[src/rtl/imem_fetch_ctrl.sv]
// Instruction fetch controller: drives a combinational instruction memory and hands
// instructions to decode over a valid/ready link. Optional macro: FETCH_ECALL_HALT_EN.
module imem_fetch_ctrl #(
    parameter logic [63:0] RESET_PC  = 64'h0,
    parameter int unsigned MEM_WORDS = 256
) (
    input  logic        clk,
    input  logic        rst_n,
    output logic [63:0] imem_addr,
    input  logic [31:0] imem_data,
    input  logic        redirect_valid,
    input  logic [63:0] redirect_pc,
    output logic        out_valid,
    input  logic        out_ready,
    output logic [31:0] out_instr,
    output logic [63:0] out_pc,
    output logic        halted,
    output logic        misalign_err
);

    typedef enum logic [1:0] {StIdle, StFetch, StHold, StHalt} state_e;

    state_e      state_q, state_d;
    logic [63:0] pc_q, pc_d;
    logic        valid_q, valid_d;
    logic [31:0] instr_q, instr_d;
    logic [63:0] opc_q, opc_d;
    logic        misalign_q, misalign_d;
    logic        ecall_take;

    // Out-of-range indices are the memory's problem; the depth is informational only.
    logic unused_mem_words;
    assign unused_mem_words = ^MEM_WORDS;

    assign imem_addr    = {2'b00, pc_q[63:2]};
    assign out_valid    = valid_q;
    assign out_instr    = instr_q;
    assign out_pc       = opc_q;
    assign misalign_err = misalign_q;

`ifdef FETCH_ECALL_HALT_EN
    localparam logic [31:0] EcallInstr = 32'h0000_0073;
    assign ecall_take = valid_q && out_ready && (instr_q == EcallInstr);
    assign halted     = (state_q == StHalt);
`else
    assign ecall_take = 1'b0;
    assign halted     = 1'b0;
`endif

    always_comb begin
        state_d    = state_q;
        pc_d       = pc_q;
        valid_d    = valid_q;
        instr_d    = instr_q;
        opc_d      = opc_q;
        misalign_d = misalign_q;

        if (state_q == StHalt) begin
            valid_d = 1'b0;
        end else if (redirect_valid) begin
            // Redirect wins over any handshake; the held instruction is dropped.
            pc_d    = {redirect_pc[63:2], 2'b00};
            valid_d = 1'b0;
            state_d = StFetch;
            if (redirect_pc[1:0] != 2'b00) begin
                misalign_d = 1'b1;
            end
        end else begin
            unique case (state_q)
                StIdle: begin
                    state_d = StFetch;
                end
                StFetch, StHold: begin
                    if (!valid_q || out_ready) begin
                        if (ecall_take) begin
                            valid_d = 1'b0;
                            state_d = StHalt;
                        end else begin
                            // Transfer and next capture share one edge: no bubble.
                            instr_d = imem_data;
                            opc_d   = pc_q;
                            valid_d = 1'b1;
                            pc_d    = pc_q + 64'd4;
                            state_d = StFetch;
                        end
                    end else begin
                        state_d = StHold;
                    end
                end
                default: begin
                    state_d = StIdle;
                end
            endcase
        end
    end

    always_ff @(posedge clk or negedge rst_n) begin
        if (!rst_n) begin
            state_q    <= StIdle;
            pc_q       <= RESET_PC;
            valid_q    <= 1'b0;
            instr_q    <= 32'h0;
            opc_q      <= 64'h0;
            misalign_q <= 1'b0;
        end else begin
            state_q    <= state_d;
            pc_q       <= pc_d;
            valid_q    <= valid_d;
            instr_q    <= instr_d;
            opc_q      <= opc_d;
            misalign_q <= misalign_d;
        end
    end

endmodule
[config.mk]
export PLATFORM = sky130hd
export DESIGN_NAME = imem_fetch_ctrl
export DESIGN_NICKNAME = d
export VERILOG_FILES = /design/src/rtl/imem_fetch_ctrl.sv
export SDC_FILE = /design/constraint.sdc
export NUM_CORES = 1
export LEC_CHECK = 0
export ABC_CLOCK_PERIOD_IN_PS = 2600
export BUFFER_PORTS_ARGS = -buffer_cell sky130_fd_sc_hd__buf_2
export CORE_MARGIN = 5
export CORE_UTILIZATION = 51
export DETAILED_ROUTE_END_ITERATION = 12
export PLACE_DENSITY = 0.86
export SYNTH_ARGS = -nofsm -noshare
export SYNTH_HDL_FRONTEND = slang
export SYNTH_SLANG_ARGS = --single-unit
[constraint.sdc]
create_clock -name clk -period 2.6 [get_ports clk]
set_input_delay 0.13 -clock clk [delete_from_list [all_inputs] [get_ports clk]]
set_output_delay 0.13 -clock clk [all_outputs]
set_load 0.005 [all_outputs]
==> results of run 1 <==
how the worst min path moves through the flow:
stage | to | slack [ns] | cells after the start
after floorplan | misalign_err | -0.17 | 0
after global placement | out_pc[26] | 0.16 | 1
after detailed placement | out_pc[14] | 0.17 | 1
after CTS | pc_q[41] | 0.002 | 3
after global routing | pc_q[51] | 0.008 | 3
final | pc_q[63] | 0.02 | 3
area by class of cell:
type | instances | area (sq um) | area share [%]
Inverter | 6 | 22.5 | 0.206
Clock buffer | 22 | 464 | 4.24
Tap cell | 216 | 270 | 2.47
Timing Repair Buffer | 361 | 2330 | 21.3
Multi-Input combinational cell | 697 | 3750 | 34.3
Clock inverter | 9 | 109 | 0.994
Antenna cell | 1 | 2.50 | 0.0228
Sequential cell | 160 | 4000 | 36.6
sequential cells by signal (all words and copies together) (netlist names):
name,cells
out_pc,62
out_instr,32
state_q,2
out_valid,1
misalign_err,1
pc_q,62
per-stage QoR:
step                area (sq um)  instances  setup WS (ns)
floorplan                   8060        927          0.697
global placement            9560       1358          0.418
detailed placement          9560       1358          0.233
CTS                        11000       1471          0.237
global route               11000       1472         0.0404
finish                     11000       1472          0.184
placed cells by master (no fill, tap or decap), drive strengths merged, types with 4 or more instances in the layout:
master       netlist  routed
a211oi             5       5
a21oi             27      27
a22oi             21      21
and2               8       8
and3              16      16
and4              12      12
buf               26     279
clkbuf            38      22
clkinv             0       5
conb               1       5
dfrtp            160     160
dlygate4sd3        0      82
inv                6       7
mux2i             23      23
nand2            319     319
nand3             24      24
nand4             25      25
nor2              49      49
nor3              35      35
nor4              12      12
o21ai             33      33
o22ai             31      31
o31ai              4       4
or2                8       8
or3                4       4
metal layers:
layer	vias to the layer above	GRT usage [%]	part of all wire (%)	wire length, um
li1	3825	-	-	-
met2	495	48.0	49	13200
met5	-	0	0	0
met1	4037	37.4	39	10400
met3	87	5.76	8.4	2250
met4	0	12.7	3.5	939
synthesized netlist by cell type, types with 4 or more instances:
cell / count / area (sq um)
clkbuf_1: 38 / 143
nor3_2: 4 / 40.0
and2_1: 8 / 50.1
and3_1: 13 / 81.3
nor2_1: 47 / 176
a21oi_1: 26 / 130
nand3_1: 22 / 110
inv_1: 6 / 22.5
buf_4: 8 / 60.1
nand2_1: 317 / 1190
buf_1: 6 / 22.5
dfrtp_1: 160 / 4000
a211oi_1: 4 / 30.0
buf_2: 9 / 45.0
or2_2: 7 / 43.8
o21ai_1: 6 / 30.0
and4_1: 9 / 78.8
nand4_1: 19 / 119
mux2i_1: 23 / 230
or3_1: 4 / 25.0
o22ai_1: 31 / 194
nor4_1: 6 / 37.5
o31ai_1: 4 / 30.0
nor3_1: 31 / 155
a22oi_1: 21 / 158
o21ai_0: 27 / 135
kinds of logic (layout without fill, tap and decap cells):
| family | after synthesis | in the layout | synth area share (%) |
|---|---|---|---|
| flip-flops | 160 | 160 | 49.8 |
| adder cells (fa/ha/maj) | 3 | 3 | 0.466 |
| buffers and inverters | 70 | 398 | 4.06 |
| other | 1 | 6 | 0.0466 |
| multiplexers | 23 | 23 | 2.86 |
| AND/OR/NAND/NOR | 520 | 520 | 31.1 |
| AO/OA/AOI/OAI | 146 | 146 | 11.8 |
power by group:
| group | internal [mW] | switching (mW) | total [mW] | leakage, nW |
|---|---|---|---|---|
| Combinational | 1.68 | 2.13 | 3.82 | 3.29 |
| Clock | 1.46 | 0.993 | 2.45 | 0.280 |
| Sequential | 3.49 | 1.03 | 4.52 | 1.87 |
| Total | 6.64 | 4.16 | 10.8 | 5.44 |
critical path, cell delays in order (launching register included):
cell     delay, ns
dfrtp_1       0.35
inv_1         0.06
ha_1          0.34
a21oi_1       0.42
or2_2         0.45
buf_4         0.30
nor3_1        0.10
a21oi_1       0.17
o21ai_0       0.09
==> run_results.csv, run 1 <==
group,metric,value,unit
placement,gp_congestion,0.880,
worst_setup_path,crit_start,"state_q[0]",
sta,fmax,414,MHz
yosys,synth_edf_count,0,
routing,wirelength,26700,um
sta,hold_slack,0.0163,ns
die,die_area,0.0184,sq mm
die,die_width,136,um
finish,area_growth,36.1,%
grt,grt_pass1_wl,42700,um
yosys,ys.warnings.count,0,
power,leakage,5.44,nW
yosys,synth-async-reset-ratio,100,%
grt,grt.total_usage,29.1,%
die,row_count,46,
clock_tree,clk_pin_slew,0.07,ns
worst_setup_path,crit_end,"pc_q[4]",
clock_tree,cts_buffers,17,
routing,drc,0,
sta,hold_viol_final,0,
placement,port_buffers,257,
routing,wl_per_cell,18.2,um
worst_setup_path,cp-end-kind,"flip-flop",
placement,dp_hpwl,17300,um
worst_setup_path,crit_arrival,2.72,ns
power,power.density,985,mW/mm^2
clock_tree,clkLatencyLatePin,0.43,ns
worst_setup_path,crit_type,"flip-flop to flip-flop",
yosys,syn-cell-area,0.00805,sq mm
worst_setup_path,crit_required,2.90,ns
yosys,synthCells,923,
worst_setup_path,r2r.worst_path.cells,8,
worst_hold_path,worstHoldStart,"redirect_pc[63]",
sta,finalSetupTns,0,ns
routing,dr.first_iter.drc_count,895,
die,die_height,136,um
sta,setup_violations,0,
grt,grt.overflow.total,0,
sta,layout_min_cycle_time,2.42,ns
die,initial_core_util,51.4,%
sta,rsz0062_at_grt,"no",
clock_tree,postCtsHoldBufs,82,
run,cap_violations,0,
routing,dr.pass1.iters,6,
clock_tree,cts.path.max_buffers,2,
power,ir_drop,0.491,mV
worst_setup_path,cp_max_fo,18,
routing,viasPerCell,5.74,
finish,drive_gt1_share,27.6,%
worst_setup_path,r2r_start,"state_q[0]",
clock_tree,cts_root_buf,"clkbuf_16",
worst_setup_path,ff2ff_setup_slack,0.18,ns
yosys,ys_types,62,
finish,nets,1346,
power,p_total,10.8,mW
yosys,avgSynthCellArea,8.72,sq um
grt,antenna_found_initial,1,
clock_tree,tritoncts,"yes",
routing,final_antenna_net_count,0,
clock_tree,cts_post_setup_buffers_inserted,0,
clock_tree,postCtsResizedCells,0,
finish,final_util,70.0,%
routing,via_count,8444,
grt,grt_max_degree,72,
die,core,0.0157,sq mm
clock_tree,clkSinkCount,160,
sta,finClkSkew,0.00989,ns
finish,nFillCells,1152,
yosys,dominantRegCellSynth,"dfrtp_1",
grt,grt_pass1_vias,8282,
yosys,ys_seq_elements,160,
yosys,synth-seq-area-share,49.8,%
sta,report.final.slew_viol_count,0,
worst_hold_path,holdCritPathClass,"input pin to flip-flop",
clock_tree,htreeDepth,4,
die,io_pins,263,
worst_setup_path,cp-start-kind,"flip-flop",
sta,worst_pin_slew,0.594,ns
sta,relSlewSlack,60.4,%
outcome,status,"finished, final reports clean",
sta,timing.final.crit_share,92.9,%
worst_setup_path,regToRegEndpoint,"pc_q[4]",
(Power assumes the default switching activity.)
==> run 2: changes to the inputs <==
Settings changed: CELL_PAD_IN_SITES_DETAIL_PLACEMENT from default to 2, CELL_PAD_IN_SITES_GLOBAL_PLACEMENT from default to 2, CORE_UTILIZATION 51 to 29, PLACE_DENSITY 0.86 to 0.85.
==> run_results.csv, run 2 (synthesized netlist as in run 1, its figures left out) <==
group,metric,value,unit
outcome,status,"finished, final reports clean",
sta,finClkSkew,0.00963,ns
finish,multiInputGateArea,0.00376,sq mm
routing,final_antenna_net_count,0,
sta,report.final.slew_viol_count,0,
worst_setup_path,crit_required,2.93,ns
worst_setup_path,crit_arrival,2.71,ns
sta,fmax,420,MHz
routing,via_count,8556,
grt,grt_pass1_wl,56400,um
worst_setup_path,cp-end-kind,"flip-flop",
worst_setup_path,cp-start-kind,"flip-flop",
routing,drc,0,
sta,setup_violations,0,
sta,hold_viol_final,0,
power,power.density,1020,mW/mm^2
placement,dp_cells,1526,
power,ir_drop,0.434,mV
die,io_pins,263,
finish,fin_area,0.0112,sq mm
clock_tree,cts.path.max_buffers,2,
sta,hold_slack,0.0120,ns
finish,layout_commonest_cell,"nand2_1",
power,leakage,5.45,nW
finish,layout_common_cells,"nand2_1 (316), buf_2 (256), dfrtp_1 (160), dlygate4sd3_1 (76), nor2_1 (46)",
grt,grt.total_usage,23.1,%
placement,gp_congestion,0.790,
die,die_area,0.0312,sq mm
clock_tree,postCtsHoldBufs,76,
placement,port_buffers,257,
clock_tree,clkLatencyLatePin,0.43,ns
clock_tree,tritoncts,"yes",
finish,area_growth,38.9,%
worst_hold_path,holdPathStages,3,
worst_setup_path,crit_type,"flip-flop to flip-flop",
routing,dr.first_iter.drc_count,422,
sta,worst_pin_slew,0.578,ns
worst_setup_path,cp_max_fo,13,
sta,postLayoutSetupSlackWorst,0.218,ns
worst_hold_path,holdCritPathClass,"input pin to flip-flop",
worst_setup_path,r2r.worst_path.cells,8,
clock_tree,cts_post_setup_buffers_inserted,0,
grt,antenna_found_initial,3,
grt,grt_pass1_vias,9536,
sta,relSlewSlack,61.5,%
placement,dp_worst_setup_slack,0.259,ns
routing,wl_per_cell,22.3,um
sta,rsz0062_at_grt,"no",
finish,drive_gt1_share,28.3,%
routing,dr.pass1.iters,5,
routing,wirelength,36400,um
clock_tree,cts_buffers,17,
routing,viasPerCell,5.23,
die,die_height,177,um
die,row_count,61,
finish,seqCellArea,0.00400,sq mm
grt,grt.overflow.total,0,
die,initial_core_util,29.1,%
clock_tree,clkSinkCount,160,
finish,finalNonFillerCells,1635,
sta,timing.final.crit_share,91.6,%
clock_tree,clk_pin_slew,0.07,ns
clock_tree,cts_root_buf,"clkbuf_16",
finish,nets,1346,
sta,finalSetupTns,0,ns
placement,dpl_cell_area,0.00982,sq mm
die,die_width,177,um
clock_tree,postCtsResizedCells,0,
grt,grt_max_degree,56,
placement,dp_hpwl,23900,um
clock_tree,htreeDepth,4,
finish,nFillCells,3145,
run,cap_violations,0,
sta,layout_min_cycle_time,2.38,ns
die,core,0.0276,sq mm
[run 2: cell types whose count changed in the layout (fill, tap and decap cells not counted), sizes merged]
cell / delta
dlygate4sd3: -6
clkbuf: -1
inv: +2
clkinvlp: +3
buf: +6
clkinv: -3
[run 2: layout make-up]
cell class / count / area share [%]
sequential: 160 / 35.8
multi-input combinational: 697 / 33.6
timing repair buffer: 361 / 20.8
tap: 378 / 4.23
clock buffer: 21 / 4.12
clock inverter: 11 / 1.16
inverter: 6 / 0.201
antenna: 1 / 0.0224
[run 2: path summary, 6_finish.rpt]
check / start / to / slack, ns
setup / recovery: pc_q[2] / pc_q[54] / 0.22
hold / removal: redirect_pc[2] / pc_q[2] / 0.01
setup reg to reg: pc_q[2] / pc_q[54] / 0.22
hold reg to reg: out_pc[35] / out_pc[35] / 0.47
max in group asynchronous: rst_n / pc_q[14] / 1.59
min in group asynchronous: rst_n / out_pc[35] / 0.23
[run 2: per-stage QoR]
step	utilization [%]	power, mW
final	40.5	11.4
after floorplan	-	6.28
after CTS	40.4	11.3
after global routing	40.5	12.1
after detailed placement	35.6	8.55
after global placement	35.6	8.25
[run 2: critical path: stages, from the launching register on]
cell,delay (ns)
dfrtp_1,0.48
ha_1,0.27
and3_2,0.33
nand3_4,0.13
nor4_4,0.23
buf_4,0.26
and2_1,0.22
a211oi_1,0.13
a211oi_2,0.24
[run 2: where the power goes]
part	internal, mW	switching, mW
clock network	1.48	1.13
logic	1.70	2.43
registers	3.49	1.13
total	6.67	4.69
[run 2: layer usage]
metal / global-route usage, % / vias to the layer above / wire length, um
li1: - / 3823 / -
met1: 27.8 / 4394 / 14700
met2: 41.4 / 269 / 18900
met3: 4.97 / 66 / 1870
met4: 7.12 / 4 / 932
met5: 0 / - / 27
